### src/rtl/rca_bist_ctrl.sv
// Exhaustive self-test sequencer for an N-bit ripple-carry adder; each vector takes SETTLE+2 cycles.
// No backpressure: start is ignored while busy, abort drops back to idle keeping results for debug.
module rca_bist_ctrl #(
    parameter int N      = 4,
    parameter int SETTLE = 1,
    parameter int ERR_W  = 16
) (
    input  logic               clk,
    input  logic               rst,
    input  logic               start,
    input  logic               abort,
    output logic [N-1:0]       a_out,
    output logic [N-1:0]       b_out,
    output logic               cin_out,
    input  logic [N-1:0]       sum_in,
    input  logic               cout_in,
    output logic               busy,
    output logic               done,
    output logic               pass,
    output logic [ERR_W-1:0]   err_count,
    output logic               first_err_valid,
    output logic [2*N:0]       first_err_vec
);
    localparam int VW = 2*N+1;
    localparam logic [3:0] SETTLE_V = 4'(SETTLE);

    typedef enum logic [1:0] {S_IDLE, S_SETTLE, S_CHECK, S_DONE} state_t;

    state_t           state, state_nxt;
    logic [VW-1:0]    idx;
    logic [VW-1:0]    idx_inc;
    logic [3:0]       settle_cnt;
    logic [N:0]       expected;
    logic             mismatch;
    logic             last;
    logic [ERR_W-1:0] err_nxt;

    always_comb begin
        expected = {1'b0, a_out} + {1'b0, b_out} + {{N{1'b0}}, cin_out};
        mismatch = ({cout_in, sum_in} != expected);
        last     = (idx == {VW{1'b1}});
        idx_inc  = idx + 1'b1;
        // pass must see the last vector's result, so it is judged on the post-update count
        err_nxt  = (mismatch && err_count != {ERR_W{1'b1}}) ? err_count + 1'b1 : err_count;
    end

    always_comb begin
        state_nxt = state;
        case (state)
            S_IDLE, S_DONE: if (start) state_nxt = S_SETTLE;
            S_SETTLE: begin
                if (abort)                state_nxt = S_IDLE;
                else if (settle_cnt == 0) state_nxt = S_CHECK;
            end
            S_CHECK: begin
                if (abort)     state_nxt = S_IDLE;
                else if (last) state_nxt = S_DONE;
                else           state_nxt = S_SETTLE;
            end
            default: state_nxt = S_IDLE;
        endcase
    end

    always_ff @(posedge clk or posedge rst) begin
        if (rst) state <= S_IDLE;
        else     state <= state_nxt;
    end

    always_ff @(posedge clk or posedge rst) begin
        if (rst) begin
            idx             <= '0;
            settle_cnt      <= '0;
            a_out           <= '0;
            b_out           <= '0;
            cin_out         <= 1'b0;
            busy            <= 1'b0;
            done            <= 1'b0;
            pass            <= 1'b0;
            err_count       <= '0;
            first_err_valid <= 1'b0;
            first_err_vec   <= '0;
        end else begin
            case (state)
                S_IDLE, S_DONE: begin
                    if (start) begin
                        idx                      <= '0;
                        {a_out, b_out, cin_out}  <= '0;
                        settle_cnt               <= SETTLE_V;
                        err_count                <= '0;
                        first_err_valid          <= 1'b0;
                        first_err_vec            <= '0;
                        done                     <= 1'b0;
                        pass                     <= 1'b0;
                        busy                     <= 1'b1;
                    end
                end
                S_SETTLE: begin
                    if (abort)                 busy       <= 1'b0;
                    else if (settle_cnt != 0)  settle_cnt <= settle_cnt - 1'b1;
                end
                S_CHECK: begin
                    if (abort) begin
                        busy <= 1'b0;
                    end else begin
                        err_count <= err_nxt;
                        if (mismatch && !first_err_valid) begin
                            first_err_valid <= 1'b1;
                            first_err_vec   <= idx;
                        end
                        if (last) begin
                            busy <= 1'b0;
                            done <= 1'b1;
                            pass <= (err_nxt == '0);
                        end else begin
                            idx                     <= idx_inc;
                            {a_out, b_out, cin_out} <= idx_inc;
                            settle_cnt              <= SETTLE_V;
                        end
                    end
                end
                default: busy <= 1'b0;
            endcase
        end
    end
endmodule

### config.mk
export PLATFORM = sky130hd
export DESIGN_NAME = rca_bist_ctrl
export DESIGN_NICKNAME = d
export VERILOG_FILES = /design/src/rtl/rca_bist_ctrl.sv
export SDC_FILE = /design/constraint.sdc
export NUM_CORES = 1
export LEC_CHECK = 0
export BUFFER_PORTS_ARGS = -buffer_cell sky130_fd_sc_hd__buf_2
export CAP_MARGIN = 20
export CORE_MARGIN = 5
export CORE_UTILIZATION = 45
export CTS_CLUSTER_DIAMETER = 40
export CTS_CLUSTER_SIZE = 16
export DETAILED_ROUTE_END_ITERATION = 6
export PLACE_DENSITY = 0.69
export REMOVE_ABC_BUFFERS = 1
export SLEW_MARGIN = 30
export SYNTH_ARGS = -nofsm -noshare
export SYNTH_HDL_FRONTEND = slang
export SYNTH_SLANG_ARGS = --single-unit
### constraint.sdc
create_clock -name clk -period 2.6 [get_ports clk]
set_input_delay 0.13 -clock clk [delete_from_list [all_inputs] [get_ports clk]]
set_output_delay 0.13 -clock clk [all_outputs]
set_load 0.01 [all_outputs]
==> results of run 1 <==
-- worst max-delay path, stage by stage (launching register included) --
cell                       delay [ns]
sky130_fd_sc_hd__dfrtp_1         0.38
sky130_fd_sc_hd__inv_2           0.06
sky130_fd_sc_hd__fa_2            0.39
sky130_fd_sc_hd__inv_2           0.07
sky130_fd_sc_hd__fa_2            0.44
sky130_fd_sc_hd__xnor2_2         0.13
sky130_fd_sc_hd__nand2_1         0.09
sky130_fd_sc_hd__nor4b_4         0.40
sky130_fd_sc_hd__buf_12          0.18
sky130_fd_sc_hd__a21oi_2         0.13
sky130_fd_sc_hd__nor3_2          0.20
sky130_fd_sc_hd__o221ai_2        0.14
sky130_fd_sc_hd__o31ai_2         0.22
-- sequential cells by signal, summed over array words and instances, names as in the netlist, 2 cells and up --
register       count
settle_cnt         4
err_count         16
first_err_vec      9
state              2
b_out              3
a_out              4
-- per-stage QoR --
stage / cell area, um^2 / hold slack [ns] / util (%) / power [W] / cells
final: 3770 / 0.139 / 60.1 / 0.00233 / 474
after global routing: 3770 / 0.149 / 60.1 / 0.00247 / 474
after CTS: 3670 / 0.0796 / 58.4 / 0.00226 / 469
after detailed placement: 3380 / 0.402 / 53.9 / 0.00167 / 454
after global placement: 3380 / 0.398 / 53.9 / 0.00165 / 454
after floorplan: 2810 / 0.308 / - / 0.00134 / 300
-- worst paths after layout --
check / from / endpoint / slack (ns) / cells after the start
setup / recovery: cin_out / pass / -0.32 / 12
hold / removal: start / busy / 0.14 / 3
setup reg to reg: cin_out / pass / -0.32 / 12
hold reg to reg: first_err_vec[0] / first_err_vec[0] / 0.50 / 1
max in group asynchronous: rst / err_count[12] / 1.63 / 3
min in group asynchronous: rst / state[0] / 0.48 / 3
-- logic make-up after synthesis --
logic type               after synthesis
AND/OR/NAND/NOR                      106
buffers and inverters                 26
XOR/XNOR                              16
multiplexers                           5
flip-flops                            44
AO/OA/AOI/OAI                        101
adder cells (fa/ha/maj)               11
-- cell usage after synthesis (7+ instances only) --
cell type,count
sky130_fd_sc_hd__xor2_1,8
sky130_fd_sc_hd__inv_1,17
sky130_fd_sc_hd__nand2_1,34
sky130_fd_sc_hd__nand3_1,13
sky130_fd_sc_hd__a22o_1,11
sky130_fd_sc_hd__ha_1,9
sky130_fd_sc_hd__a21oi_1,18
sky130_fd_sc_hd__nor2_1,13
sky130_fd_sc_hd__o21ai_0,26
sky130_fd_sc_hd__dfrtp_1,44
sky130_fd_sc_hd__o31ai_1,7
sky130_fd_sc_hd__o21ai_1,8
sky130_fd_sc_hd__xnor2_1,8
-- power by group through the flow --
stage               sequential (W)  combinational, W  clock (W)
floorplan                 0.000814          0.000527          0
global placement          0.000804          0.000847          0
detailed placement        0.000806          0.000867          0
CTS                       0.000795          0.000930   0.000532
global route              0.000805           0.00110   0.000571
finish                    0.000798           0.00100   0.000522
-- per-layer routing --
| metal | up-vias | GRT usage [%] |
|---|---|---|
| met1 | 1335 | 26.3 |
| met4 | 0 | 7.05 |
| li1 | 1302 | - |
| met3 | 11 | 4.17 |
| met5 | - | 0 |
| met2 | 82 | 30.5 |
-- area by class of cell --
cell class / count / area share, %
inverter: 17 / 1.72
clock inverter: 2 / 0.928
sequential: 44 / 29.2
clock buffer: 6 / 1.92
timing repair buffer: 87 / 15.5
tap: 77 / 2.55
multi-input combinational: 241 / 48.2
-- repair_timing --
item / 4_1_cts / 5_1_grt
resized for setup: 28 / 13
pin swaps: 18 / 15
setup endpoints to repair: 27 / 27
setup buffers: 5 / 3
endpoints found under the hold margin: 0 / 1
hold buffers: 0 / 1
cloned: 2 / 1
==> reports/results.ini, run 1 <==
[outcome]
run_status = finished, violations left
violations = setup timing

[worst_setup_path]
cp_max_fo = 8
timing.critical_path.from_type = register
worstSetupPathType = reg -> reg
timing.critical_path.to_type = register
worstPathArrival_ns = 3.13
cp_data_required_time_ns = 2.82

[yosys]
synth-xor-area-share_pct = 4.88
yosysWarnings = 0
synth.mux.area_fraction_pct = 1.79
synth-edff-count = 0
synth-seq-area-share_pct = 38.4
ys_async_sr_fraction_pct = 100
synth_area_leader_cell = sky130_fd_sc_hd__dfrtp_1
synth.avg_cell_area_um2 = 9.28
synthesis.area_um2 = 2870
ys_ff_latch = 44
synthAdderAreaFrac_pct = 5.32
synth-compound-area-share_pct = 24.6
synth.area.top_cells = sky130_fd_sc_hd__dfrtp_1, sky130_fd_sc_hd__o21ai_0, sky130_fd_sc_hd__nand2_1, sky130_fd_sc_hd__ha_1, sky130_fd_sc_hd__a22o_1
synth_top_flop_cell = sky130_fd_sc_hd__dfrtp_1
yosysTopAreaCellShare_pct = 38.4
synth_top_family_by_area = compound AO/OA/AOI/OAI gates
post_synth_inst_count = 309
synth_simple_gate_area_share_pct = 20.8
yosys.cell_types.count = 60

[route]
wire_per_inst_um = 16.9
met2RoutedLength_mm = 3.95
num_vias = 2730
viasPerCell = 5.76
route.met3.wl_um = 521
highest-signal-layer = met4
drt_first_iter_violations = 208
drt_drc_violations_left = 0
detailedRoute.firstPassIterationCount = 4
m1WireLength_mm = 3.43
wire_length_after_detailed_routing_mm = 8.01
detail-route-antenna-nets = 0

[power_and_ir_drop]
seqPwrFrac_pct = 34.3
comb_power_share_pct = 43.2
total_leakage_power_nw = 1.80
internal-power_w = 0.00143
net_load_switching_power_w = 0.000897
power.share.clock_pct = 22.5
power_density_nw_per_um2 = 616
power.share.switching_pct = 38.6
vdd_ir_drop_max_mv = 0.474

[global_routing]
largest_net_degree_at_the_start_of_global_routing = 45
number_of_antenna_violations_at_the_first_check_in_global_routing = 0
gr-total-overflow = 0
grt_pass1_vias = 2661
gr-usage-all-layers_pct = 19.4
first_pass_grt_wire_length_mm = 13.1

[layout]
final_common_cell = sky130_fd_sc_hd__buf_2
fillerInstances = 522
multi_input_comb_area_um2 = 1820
most-common-layout-cells = sky130_fd_sc_hd__buf_2, sky130_fd_sc_hd__dfrtp_1, sky130_fd_sc_hd__nand2_1, sky130_fd_sc_hd__buf_4, sky130_fd_sc_hd__o21ai_0
layout.area.seq_um2 = 1100
antenna-diode-count = 0
layout_area_overhead_pct = 31.5
final_layout_size_suffix_gt1_share_pct = 36.5
num-nets-final = 416

[timing]
fin_setup_tns_ns = -4.63
setup_viol = 27
timing.clock.skew_ns = 0.0109
period_minus_slack_ns = 2.92
setup_ws_ns = -0.315
report.final.slew_viol_count = 0
worst-slew-pin-transition_ns = 0.792
max_slew_margin_pct = 47.2
final.period_utilization_pct = 112
fmaxAchievable_mhz = 343
report.final.hold_viol_count = 0
unrepaired_setup_endpoints_after_global_routing = yes

[floorplanning]
core_area_um2 = 6280
floorplan.initialDensity_pct = 45.7
io_pins = 47
die_width_um = 89.8
site_row_count = 29
die_height_um = 89.8
fp.dieArea_um2 = 8070

[clocking]
clk_root_buffer_cell = sky130_fd_sc_hd__clkbuf_8
cts.sink_count = 44
worst_setup_hold_path_clk_slew_ns = 0.09
h_tree_levels = 2
cts_tree = yes
cts_inserted_buffers = 5
cts_buffer_depth = 2
clock_insertion_delay_at_the_later_pin_of_the_skew_report_ns = 0.30

[placed_design]
place_hpwl_mm = 5.45
portBuffers = 46
dpl_worst_slack_ns = -0.271
gp_congestion = 0.944

[job]
cap_violations = 0

[worst_hold_path]
hold_path_class = in -> reg

Note: power is estimated with default switching activity, not from simulation.
==> run 2, diff against run 1 <==
- BUFFER_PORTS_ARGS: -buffer_cell sky130_fd_sc_hd__buf_2 -> -buffer_cell sky130_fd_sc_hd__buf_4
- CELL_PAD_IN_SITES_DETAIL_PLACEMENT: not set -> 0
- CELL_PAD_IN_SITES_GLOBAL_PLACEMENT: not set -> 1
- CORE_UTILIZATION: 45 -> 39
- PLACE_DENSITY: 0.69 -> not set
- PLACE_DENSITY_LB_ADDON: not set -> 0.1
==> reports/results.ini, run 2 (same netlist as run 1, synthesis figures left out) <==
[outcome]
run_status = finished, violations left  ; unchanged
violations = setup timing  ; unchanged

[global_routing]
gr-usage-all-layers_pct = 18.4  ; was 19.4%
first_pass_grt_wire_length_mm = 13.2  ; was 13.1 mm
grt_pass1_vias = 2567  ; was 2661
largest_net_degree_at_the_start_of_global_routing = 45  ; unchanged
gr-total-overflow = 0  ; unchanged
number_of_antenna_violations_at_the_first_check_in_global_routing = 0  ; unchanged

[worst_setup_path]
critPathBufInv = 3  ; unchanged
crit_path_cell_trace = inv_2 > fa_2 > inv_2 > fa_2 > xnor2_1 > nand2_1 > nor4b_4 > buf_12 > a21oi_4 > mux2i_2 > o2111ai_1 > o31ai_2  ; was inv_2 > fa_2 > inv_2 > fa_2 > xnor2_2 > nand2_1 > nor4b_4 > buf_12 > a21oi_2 > nor3_2 > o221ai_2 > o31ai_2
worstRegToRegCells = 12  ; unchanged
timing.critical_path.to_type = register  ; unchanged
cp_slowest_stage_delay_ns = 0.43  ; was 0.44 ns
setup_slack_reg_to_reg_ns = -0.21  ; was -0.32 ns
cp_data_required_time_ns = 2.81  ; was 2.82 ns
worst_r2r_endpoint = pass  ; unchanged
reg2reg_from = a_out[0]  ; was cin_out
worstPathArrival_ns = 3.02  ; was 3.13 ns
timing.critical_path.from_type = register  ; unchanged
crit_family = adder cells  ; unchanged
crit_path_top_delay_cell = sky130_fd_sc_hd__fa_2  ; unchanged
cp_max_fo = 11  ; was 8
worstSetupPathType = reg -> reg  ; unchanged

[layout]
largest-register = err_count  ; unchanged
multi_input_comb_area_um2 = 1690  ; was 1820 um^2
fillerInstances = 733  ; was 522
num-nets-final = 414  ; was 416
finalInstanceArea_um2 = 3790  ; was 3770 um^2
finish.utilization_pct = 52.6  ; was 60.1%
layout_area_overhead_pct = 32.2  ; was 31.5%
final_layout_size_suffix_gt1_share_pct = 32.9  ; was 36.5%
largest_register_ff_count = 16  ; unchanged
final_common_cell = sky130_fd_sc_hd__buf_4  ; was sky130_fd_sc_hd__buf_2
final_cell_count_without_fillers = 494  ; was 474
antenna-diode-count = 0  ; unchanged
largestRegisters = err_count: 16 flops, first_err_vec: 9 flops  ; unchanged
most-common-layout-cells = sky130_fd_sc_hd__buf_4, sky130_fd_sc_hd__dfrtp_1, sky130_fd_sc_hd__nand2_1, sky130_fd_sc_hd__o21ai_0, sky130_fd_sc_hd__a21oi_1  ; was sky130_fd_sc_hd__buf_2, sky130_fd_sc_hd__dfrtp_1, sky130_fd_sc_hd__nand2_1, sky130_fd_sc_hd__buf_4, sky130_fd_sc_hd__o21ai_0
layout.area.seq_um2 = 1100  ; unchanged

[timing]
setup_ws_ns = -0.209  ; was -0.315 ns
worst-slew-pin-transition_ns = 0.641  ; was 0.792 ns
period_minus_slack_ns = 2.81  ; was 2.92 ns
timing.clock.skew_ns = 0.00537  ; was 0.0109 ns
report.final.hold_viol_count = 0  ; unchanged
final.period_utilization_pct = 108  ; was 112%
fmaxAchievable_mhz = 356  ; was 343 MHz
max_slew_margin_pct = 56.9  ; was 47.2%
fin_setup_tns_ns = -2.85  ; was -4.63 ns
setup_viol = 23  ; was 27
report.final.slew_viol_count = 0  ; unchanged
unrepaired_setup_endpoints_after_global_routing = yes  ; unchanged

[route]
drt_drc_violations_left = 0  ; unchanged
drt_first_iter_violations = 92  ; was 208
wire_length_after_detailed_routing_mm = 7.95  ; was 8.01 mm
wire_per_inst_um = 16.1  ; was 16.9 um
detailedRoute.firstPassIterationCount = 4  ; unchanged
viasPerCell = 5.31  ; was 5.76
detail-route-antenna-nets = 0  ; unchanged
num_vias = 2624  ; was 2730

[clocking]
worst_setup_hold_path_clk_slew_ns = 0.09  ; about the same
cts.sink_count = 44  ; unchanged
cts_inserted_buffers = 5  ; unchanged
h_tree_levels = 2  ; unchanged
cts_buffer_depth = 2  ; unchanged
clock_insertion_delay_at_the_later_pin_of_the_skew_report_ns = 0.30  ; about the same
cts_tree = yes  ; unchanged
clk_root_buffer_cell = sky130_fd_sc_hd__clkbuf_8  ; unchanged

[floorplanning]
floorplan.initialDensity_pct = 39.8  ; was 45.7%
site_row_count = 31  ; was 29
core_area_um2 = 7210  ; was 6280 um^2
io_pins = 47  ; unchanged
die_height_um = 95.8  ; was 89.8 um
fp.dieArea_um2 = 9170  ; was 8070 um^2
die_width_um = 95.8  ; was 89.8 um

[power_and_ir_drop]
total_leakage_power_nw = 1.77  ; was 1.80 nW
power_density_nw_per_um2 = 612  ; was 616 nW/um^2
vdd_ir_drop_max_mv = 0.376  ; was 0.474 mV

[placed_design]
placement.cell_area_um2 = 3580  ; was 3380 um^2
post-place-cells = 480  ; was 454
portBuffers = 46  ; unchanged
gp_congestion = 0.871  ; was 0.944
place_hpwl_mm = 5.76  ; was 5.45 mm

[worst_hold_path]
whs_endpoint = busy  ; unchanged
hold_path_class = in -> reg  ; unchanged
worstHoldPathCells = 3  ; unchanged
hold_start = start  ; unchanged

[job]
cap_violations = 0  ; unchanged

run 2: changes by cell type in the layout (fill, tap and decap cells not counted), sizes merged:
cell,before,now
nor3,8,7
clkinv,2,1
inv,16,17
a31oi,5,4
buf,85,86
clkbuf,7,6
run 2: cell type report:
cell class / count / area share [%]
Multi-Input combinational cell: 239 / 44.5
Clock buffer: 6 / 1.91
Clock inverter: 2 / 0.923
Inverter: 17 / 1.75
Sequential cell: 44 / 29.0
Tap cell: 99 / 3.27
Timing Repair Buffer: 87 / 18.6
run 2: metal layers:
metal / share of wire [%] / global-route usage (%) / wire length (um) / vias to the layer above
met5: 0 / 0 / 0 / -
met4: 0.59 / 3.20 / 47 / 0
met3: 5.2 / 2.97 / 415 / 4
met2: 47 / 29.6 / 3730 / 58
met1: 47 / 26.3 / 3760 / 1256
li1: - / - / - / 1306
run 2: what timing repair did:
item / in CTS / in global routing
endpoints found under the hold margin: 44 / 0
buffers inserted: 1 / 4
hold buffers: 1 / 0
pin swaps: 1 / 5
endpoints found under the setup margin: 27 / 27
resized for setup: 5 / 16
run 2: power by group:
| group | switching (W) | internal [W] | leakage, nW |
|---|---|---|---|
| sequential | 0.0000562 | 0.000742 | 0.605 |
| clock | 0.000247 | 0.000286 | 0.0552 |
| combinational | 0.000571 | 0.000422 | 1.11 |
run 2: worst max path at each step:
| stage | start | to | slack, ns | cells after the start |
|---|---|---|---|---|
| finish | a_out[0] | pass | -0.21 | 12 |
| detailed placement | a_out[0] | pass | -0.33 | 12 |
| CTS | a_out[0] | pass | -0.29 | 12 |
| global placement | a_out[0] | pass | -0.27 | 12 |
| floorplan | a_out[0] | err_count[0] | -0.58 | 10 |
| global route | a_out[0] | pass | -0.38 | 12 |
run 2: stage by stage:
step / hold slack, ns / worst slack (ns) / power [W]
after floorplan: 0.308 / -0.583 / 0.00134
after global placement: 0.425 / -0.267 / 0.00178
after detailed placement: 0.246 / -0.332 / 0.00178
after CTS: 0.115 / -0.287 / 0.00235
after global routing: 0.138 / -0.380 / 0.00249
final: 0.122 / -0.209 / 0.00232
run 2: worst register-to-register path, delay by kind of cell (launching register included):
kind / cells / cell delay, ns
AO/OA/AOI/OAI: 3 / 0.47
XOR/XNOR: 1 / 0.17
adder cells (fa/ha/maj): 2 / 0.81
buffers and inverters: 3 / 0.30
flip-flops: 1 / 0.37
multiplexers: 1 / 0.23
AND/OR/NAND/NOR: 2 / 0.38
